[config.mk]
export PLATFORM = sky130hd
export DESIGN_NAME = lc3_reg_file_sb
export DESIGN_NICKNAME = d
export VERILOG_FILES = /design/src/rtl/lc3_pkg.sv /design/src/rtl/param_register.sv /design/src/rtl/lc3_reg_file_sb.sv
export SDC_FILE = /design/constraint.sdc
export NUM_CORES = 1
export LEC_CHECK = 0
export ABC_CLOCK_PERIOD_IN_PS = 1950
export CAP_MARGIN = 40
export CORE_ASPECT_RATIO = 0.75
export CORE_MARGIN = 4
export CORE_UTILIZATION = 57
export CTS_CLUSTER_SIZE = 30
export DETAILED_ROUTE_END_ITERATION = 8
export GPL_TIMING_DRIVEN = 1
export HOLD_SLACK_MARGIN = 0.05
export PLACE_DENSITY_LB_ADDON = 0.12
export SLEW_MARGIN = 20
export SYNTH_ARGS = -nofsm -noshare
export SYNTH_HDL_FRONTEND = slang
export SYNTH_SLANG_ARGS = --single-unit
[constraint.sdc]
create_clock -name clk -period 1.95 [get_ports clk]
set_clock_uncertainty 0.05 [all_clocks]
set_input_delay 0.2925 -clock clk [delete_from_list [all_inputs] [get_ports clk]]
set_output_delay 0.2925 -clock clk [all_outputs]
set_load 0.01 [all_outputs]
[src/rtl/lc3_pkg.sv]
// Shared LC-3 definitions: condition-code encodings and the NZP evaluation helper.
package lc3_pkg;

    localparam logic [2:0] CC_N     = 3'b100;
    localparam logic [2:0] CC_Z     = 3'b010;
    localparam logic [2:0] CC_P     = 3'b001;
    localparam logic [2:0] CC_RESET = CC_Z;

    // Callers pass the sign bit and an all-zero flag so this works for any word width.
    function automatic logic [2:0] calc_nzp(input logic sign, input logic zero);
        if (sign) begin
            return CC_N;
        end else if (zero) begin
            return CC_Z;
        end else begin
            return CC_P;
        end
    endfunction

endpackage

[src/rtl/param_register.sv]
// Falling-edge register with load enable and synchronous active-high clear.
module param_register #(
    parameter int unsigned WIDTH = 16
) (
    input  logic             clk,
    input  logic             reset,
    input  logic             en,
    input  logic [WIDTH-1:0] d,
    output logic [WIDTH-1:0] q
);

    logic [WIDTH-1:0] q_q;

    always_ff @(negedge clk) begin
        if (reset) begin
            q_q <= '0;
        end else if (en) begin
            q_q <= d;
        end
    end

    assign q = q_q;

endmodule

[src/rtl/lc3_reg_file_sb.sv]
// LC-3 register file: 2 read / 1 write ports, optional write bypass, NZP register
// and a per-register busy scoreboard. All state changes on the falling edge.
module lc3_reg_file_sb
    import lc3_pkg::*;
#(
    parameter int unsigned WIDTH  = 16,
    parameter int unsigned DEPTH  = 8,
    parameter bit          BYPASS = 1'b1,
    localparam int unsigned AW    = $clog2(DEPTH)
) (
    input  logic             clk,
    input  logic             reset,
    input  logic             we,
    input  logic [AW-1:0]    waddr,
    input  logic [WIDTH-1:0] wdata,
    input  logic [AW-1:0]    raddr_a,
    output logic [WIDTH-1:0] rdata_a,
    output logic             busy_a,
    input  logic [AW-1:0]    raddr_b,
    output logic [WIDTH-1:0] rdata_b,
    output logic             busy_b,
    input  logic             rsv,
    input  logic [AW-1:0]    rsv_addr,
    input  logic             ld_cc,
    input  logic [WIDTH-1:0] cc_data,
    output logic [2:0]       nzp,
    output logic [DEPTH-1:0] busy
);

    logic [WIDTH-1:0] regs [DEPTH];
    logic [DEPTH-1:0] wen;
    logic [DEPTH-1:0] busy_q, busy_d;
    logic [2:0]       nzp_q;
    logic             wr_valid;

    for (genvar gi = 0; gi < DEPTH; gi++) begin : g_regs
        assign wen[gi] = we && (waddr == AW'(gi));

        param_register #(
            .WIDTH (WIDTH)
        ) u_reg (
            .clk   (clk),
            .reset (reset),
            .en    (wen[gi]),
            .d     (wdata),
            .q     (regs[gi])
        );
    end

    // Out-of-range write addresses match no register, so they never reach the array.
    assign wr_valid = |wen;

    // A reservation in the same cycle as a write to that register wins.
    always_comb begin
        busy_d = busy_q;
        for (int i = 0; i < DEPTH; i++) begin
            if (wen[i]) begin
                busy_d[i] = 1'b0;
            end
            if (rsv && (rsv_addr == AW'(i))) begin
                busy_d[i] = 1'b1;
            end
        end
    end

    always_ff @(negedge clk) begin
        if (reset) begin
            busy_q <= '0;
            nzp_q  <= CC_RESET;
        end else begin
            busy_q <= busy_d;
            if (ld_cc) begin
                nzp_q <= calc_nzp(cc_data[WIDTH-1], cc_data == '0);
            end
        end
    end

    always_comb begin
        rdata_a = '0;
        busy_a  = 1'b0;
        for (int i = 0; i < DEPTH; i++) begin
            if (raddr_a == AW'(i)) begin
                rdata_a = regs[i];
                busy_a  = busy_q[i];
            end
        end
        if (BYPASS && wr_valid && (waddr == raddr_a)) begin
            rdata_a = wdata;
            busy_a  = 1'b0;
        end
    end

    always_comb begin
        rdata_b = '0;
        busy_b  = 1'b0;
        for (int i = 0; i < DEPTH; i++) begin
            if (raddr_b == AW'(i)) begin
                rdata_b = regs[i];
                busy_b  = busy_q[i];
            end
        end
        if (BYPASS && wr_valid && (waddr == raddr_b)) begin
            rdata_b = wdata;
            busy_b  = 1'b0;
        end
    end

    assign nzp  = nzp_q;
    assign busy = busy_q;

endmodule

==> run summary, run 1 <==
=====================================================================================
Last flow stage reached                                                  clock tree synthesis
Half-perimeter wire length after detailed placement                           21.4 mm
Mux share of post-synthesis cell area                                           11.2%
Adder-cell share of the synthesized area                                           0%
Number of sinks driven by the clock tree                                          139
Count of synthesis-stage warnings from yosys                                        0
Resized cells post-CTS                                                            711
Net count after synthesis                                                       1,115
Number of I/O pins                                                                 94
Dominant cells by area after synthesis                                   dfxtp_1, nand2_1, a21oi_1
First reported error                                                     [ERROR DPL-0038] Utilization greater than 100%, impossible to legalize
Count of different cell masters after synthesis                                    51
Post-CTS setup buffers                                                             59
# rows                                                                             37
H-tree depth                                                                        4
Top-area cell type share of the netlist area                                    34.1%
Portion of the post-synthesis area used by sequential elements                  34.1%
Run status                                                               did not finish
Flip-flop and latch count after synthesis                                         139
Gate count after technology mapping                                             1,066
Chip Height                                                                    112 um
Routability Congestion                                                          0.922
Number of placed cells counting well taps                                       1,453
Post-synthesis share of cell area spent on and, or, nand and nor gates          22.8%
Syn_area_per_cell                                                            7.65 um2
CTS Hold Bufs                                                                       0
Post-Synth XOR/XNOR Area                                                       0.644%
Horizontal die dimension                                                       146 um
Post-placement setup slack                                                   -1.06 ns
Complex-gate fraction of the synthesized area                                   24.1%
Root buffer cell                                                            clkbuf_16
Longest Clk Path Bufs                                                               2
Clock buffer count from CTS                                                        17
Count of input and output buffers                                                  93
Netlist area before placement                                                8160 um2
Area leader, netlist                                                          dfxtp_1
Starting density of the core                                                    58.9%
Main combinational cell family by area after synthesis                   compound AO/OA/AOI/OAI gates
=====================================================================================
logic make-up after synthesis:
family                    after synthesis
AOI/OAI and AO/OA                     325
DFF                                   139
muxes                                  64
buffers and inverters                 106
and+or+nand+nor                       426
xor gates and xnor gates                6
cell usage after synthesis (all sizes together):
cell type	number
nand2	292
a21oi	189
dfxtp	139
nor2	57
buf	56
o21ai	54
clkbuf	47
mux2i	41
nand2b	35
mux4	22
nor2b	18
a2111oi	15
o22a	15
o211ai	14
a22oi	12
o22ai	10
a21o	9
xnor2	6
nand3	5
nand4	5
a32oi	4
nor4	4
inv	3
nor3	3
or2	2
a211oi	1
a31oi	1
and2b	1
and3	1
and4	1
mux2	1
nand3b	1
nor3b	1
o21bai	1
metrics by stage:
stage	instance area [um2]	TNS, ns
2_1_floorplan	8660	-37.03
3_3_place_gp	11300	-144.79
3_5_place_dp	11300	-150.18
==> run 2, diff against run 1 <==
CORE_ASPECT_RATIO = default   (was 0.75)
CORE_UTILIZATION = 40   (was 57)
CTS_CLUSTER_SIZE = default   (was 30)
HOLD_SLACK_MARGIN = default   (was 0.05)
PLACE_DENSITY_LB_ADDON = 0.15   (was 0.12)
==> run 2 against run 1 <==
  * The flow now finishes, with violations (design-rule violations, negative setup slack)
  * Area after synthesis is the same
  * Synthesized cell count is the same
==> run summary, run 2 <==
=====================================================================================
Antenna diodes                                                                      0
Detailed route wirelength on metal2                                           19.2 mm
Power density over the cells                                               612 nW/um2
Syn_area_per_cell                                                            7.65 um2   unchanged
Worst path cell trace                                                    mux4_2 -> nor2b_1 -> o22ai_1 -> o21ai_2 -> buf_2
Post-placement setup slack                                                   -1.08 ns   was -1.06 ns
Share of power burned in combinational logic                                    21.8%
Post-Synth XOR/XNOR Area                                                       0.644%   unchanged
Main combinational cell family by area after synthesis                   compound AO/OA/AOI/OAI gates   unchanged
Root buffer cell                                                            clkbuf_16   unchanged
Via count of the first global-routing pass                                     10,600
M1 wire length                                                                14.5 mm
Ranking of synthesized cells by instance count                           nand2_1, a21oi_1, dfxtp_1   unchanged
Cell area reported after detailed placement                                11,500 um2   was 11,300 um2
Setup slack after layout                                                     -1.19 ns
Half-perimeter wire length after detailed placement                           21.9 mm   was 21.4 mm
Final worst hold slack                                                       0.420 ns
Complex-gate fraction of the synthesized area                                   24.1%   unchanged
GRT Overall Usage                                                               32.5%
Number of failing hold endpoints at the final stage                                 0
Slew Limit Fails                                                                    0
Maximum resistive drop on vdd                                                0.669 mV
Fraction of power consumed by sequential logic                                  31.9%
Top-area cell type share of the netlist area                                    34.1%   unchanged
Number of antenna violations at the first check in global routing                   0
Synth Flop Type                                                               dfxtp_1   unchanged
Static Leakage                                                             0.00694 uW
Worst reg2reg path depth                                                            4
Post-detailed-route wirelength per cell                                       23.0 um
Area of the multi-input gates                                                6930 um2
CTS Hold Bufs                                                                       0   unchanged
Sw Ratio                                                                        37.3%
Critical Path Start Type                                                    flip-flop
Sum Neg Setup Slack                                                         -48.54 ns
Number of flip-flops in the largest register                                      128
Setup violators final                                                             171
Count of different cell masters after synthesis                                    51   unchanged
Required @ worst endpoint                                                     1.61 ns
Core ar.                                                                   19,800 um2
RSZ-0062 raised after global routing                                             true
Switching power total                                                         3480 uW
Wire length on met3                                                           3.97 mm
Initial drt markers                                                             1,074
Reg2Reg Setup Slack                                                           1.00 ns
Highest metal layer with signal wires                                            met4
Number of sinks driven by the clock tree                                          139   unchanged
Run status                                                               finished, violations left   was did not finish
Worst Setup End Kind                                                       output pin
First-pass GRT wire length                                                    56.3 mm
Number of cells traversed by the worst hold path                                    2
Total routed wirelength                                                       40.9 mm
Arr. time, crit path                                                          2.79 ns
Dominant cells by area after synthesis                                   dfxtp_1, nand2_1, a21oi_1   unchanged
Critical-path maximum fanout                                                        2
Insertion delay of the later-clocked pin in the worst-skew pair               0.46 ns
Fillcell total                                                                  1,200
Flip-flop and latch count after synthesis                                         139   unchanged
Longest Clk Path Bufs                                                               2   unchanged
Most common cell after layout, fill and taps aside                              buf_4
Critical register-to-register path startpoint                                 busy[5]
Type of the setup path with the least slack                                   reg2out
Layout overhead on the synthesized area                                         87.1%
Residual DRC count                                                                  2
Count of synthesis-stage warnings from yosys                                        0   unchanged
Overall power consumption                                                     9330 uW
Vias per inst                                                                    6.04
Portion of the post-synthesis area used by sequential elements                  34.1%   unchanged
Mux share of post-synthesis cell area                                           11.2%   unchanged
Overflow after GRT                                                                  0
Area leader, netlist                                                          dfxtp_1   unchanged
Reg2reg end                                                                   busy[5]
Pin count of the biggest net entering global routing                               42
Internal power                                                                5850 uW
Clock tree from TritonCTS                                                        done
H-tree depth                                                                        4   unchanged
Most frequent cell after synthesis                                            nand2_1   unchanged
Worst slew margin relative to its limit                                         63.2%
Clock transition at path regs                                                 0.04 ns
Transition time at the pin with the least slew margin                        0.552 ns
Routability Congestion                                                          0.879   was 0.922
Clock buffer count from CTS                                                        17   unchanged
Cell area after layout                                                     15,300 um2
Number of synthesized flops with an enable pin                                      0   unchanged
Netlist area before placement                                                8160 um2   unchanged
Final Net Count                                                                 1,553
Detailed Routing Iterations Pass 1                                                  8
Vias post-DR                                                                   10,700
Sequential cell area in the final layout                                     2890 um2
Total die area                                                             22,700 um2
Gate count after technology mapping                                             1,066   unchanged
Starting density of the core                                                    41.2%   was 58.9%
Leading cell types in the layout, fill and taps excluded                 buf_4, inv_1, nand2_4, a21oi_2, nand2_1
Portion of total power attributed to the clock network                          46.3%
Layout cell share with drive strength beyond 1                                  57.9%
Number of routed nets with antenna violations                                       0
Type of the worst min-delay path                                              reg2reg
Horizontal die dimension                                                       151 um   was 146 um
Adder-cell share of the synthesized area                                           0%   unchanged
Delay of the slowest critical-path stage                                      0.48 ns
Min-Delay Endpoint                                                       g_regs[6].u_reg.q[13]
Count of max-cap constraint violations                                              0
Async set-reset flop share out of synthesis                                        0%   unchanged
# rows                                                                             51   was 37
Count of input and output buffers                                                  93   unchanged
Number of I/O pins                                                                 94   unchanged
Net count after synthesis                                                       1,115   unchanged
Chip Height                                                                    151 um   was 112 um
Critical hold path startpoint                                            g_regs[6].u_reg.q[13]
Violations in the final reports                                          design-rule violations, negative setup slack
Critical-path cell with the highest stage delay                                mux4_2
Post-synthesis share of cell area spent on and, or, nand and nor gates          22.8%   unchanged
=====================================================================================
[run 2: cell counts after synthesis]
Identical to the previous run, type by type.
[run 2: power by group through the flow]
stage,sequential (uW),combinational [uW],clock [uW]
final,2980,2040,4320
after global routing,2980,2110,4650
after CTS,2980,1780,4240
after detailed placement,3010,1590,434
after global placement,3010,1590,434
after floorplan,3010,798,434
[run 2: metrics by stage]
| step | cells | utilization, % |
|---|---|---|
| global placement | 1549 | 58.1 |
| finish | 1780 | 77.1 |
| detailed placement | 1549 | 58.1 |
| CTS | 1768 | 70.4 |
| global route | 1780 | 77.1 |
| floorplan | 1066 | - |
[run 2: worst max-delay path: cells and delay by family (launching register included)]
kind	cells	cell delay [ns]
AO/OA/AOI/OAI	2	0.26
buffers and inverters	1	0.15
flip-flops	1	0.31
multiplexers	1	0.48
AND/OR/NAND/NOR	1	0.16
[run 2: how the worst max path moves through the flow]
stage / from / end / slack (ns) / cells past startpoint
global placement: waddr[1] / rdata_a[7] / -1.09 / 6
finish: g_regs[2].u_reg.q[4] / rdata_a[4] / -1.19 / 5
floorplan: g_regs[2].u_reg.q[14] / rdata_a[14] / -0.49 / 4
global route: g_regs[2].u_reg.q[9] / rdata_b[9] / -1.26 / 7
detailed placement: waddr[1] / rdata_a[7] / -1.08 / 6
CTS: g_regs[5].u_reg.q[14] / rdata_b[14] / -1.22 / 7
[run 2: cells by family (layout without fill, tap and decap cells)]
family | after synthesis | in the layout
buffers and inverters | 106 | 551
AOI/OAI and AO/OA | 325 | 325
DFF | 139 | 139
and+or+nand+nor | 426 | 430
xor gates and xnor gates | 6 | 6
muxes | 64 | 64
[run 2: timing repair]
action                     4_1_cts  5_1_grt
pin swaps                      170      194
setup buffers                   43       23
setup endpoints to repair      183      183
resized for setup              491      352
gates cloned                    12        2
[run 2: layout make-up]
| type | count | area share (%) |
|---|---|---|
| Clock buffer | 17 | 2.79 |
| Clock inverter | 152 | 4.03 |
| Inverter | 2 | 0.0492 |
| Multi-Input combinational cell | 825 | 45.4 |
| Sequential cell | 139 | 19.0 |
| Tap cell | 265 | 2.17 |
| Timing Repair Buffer | 380 | 26.6 |
[run 2: layer usage]
metal  vias to the layer above  track usage (%)
met5                         -                0
met4                         0             24.1
met3                       273             9.46
met2                       743             52.3
met1                      5127             36.6
li1                       4603                -
No activity file was read; power rests on OpenSTA's default activity.
==> run 3, diff against run 2 <==
HOLD_SLACK_MARGIN = 0.05   (was default)
==> results of run 3 <==
The final DEF is identical to that of run 2; final timing and power are the same.
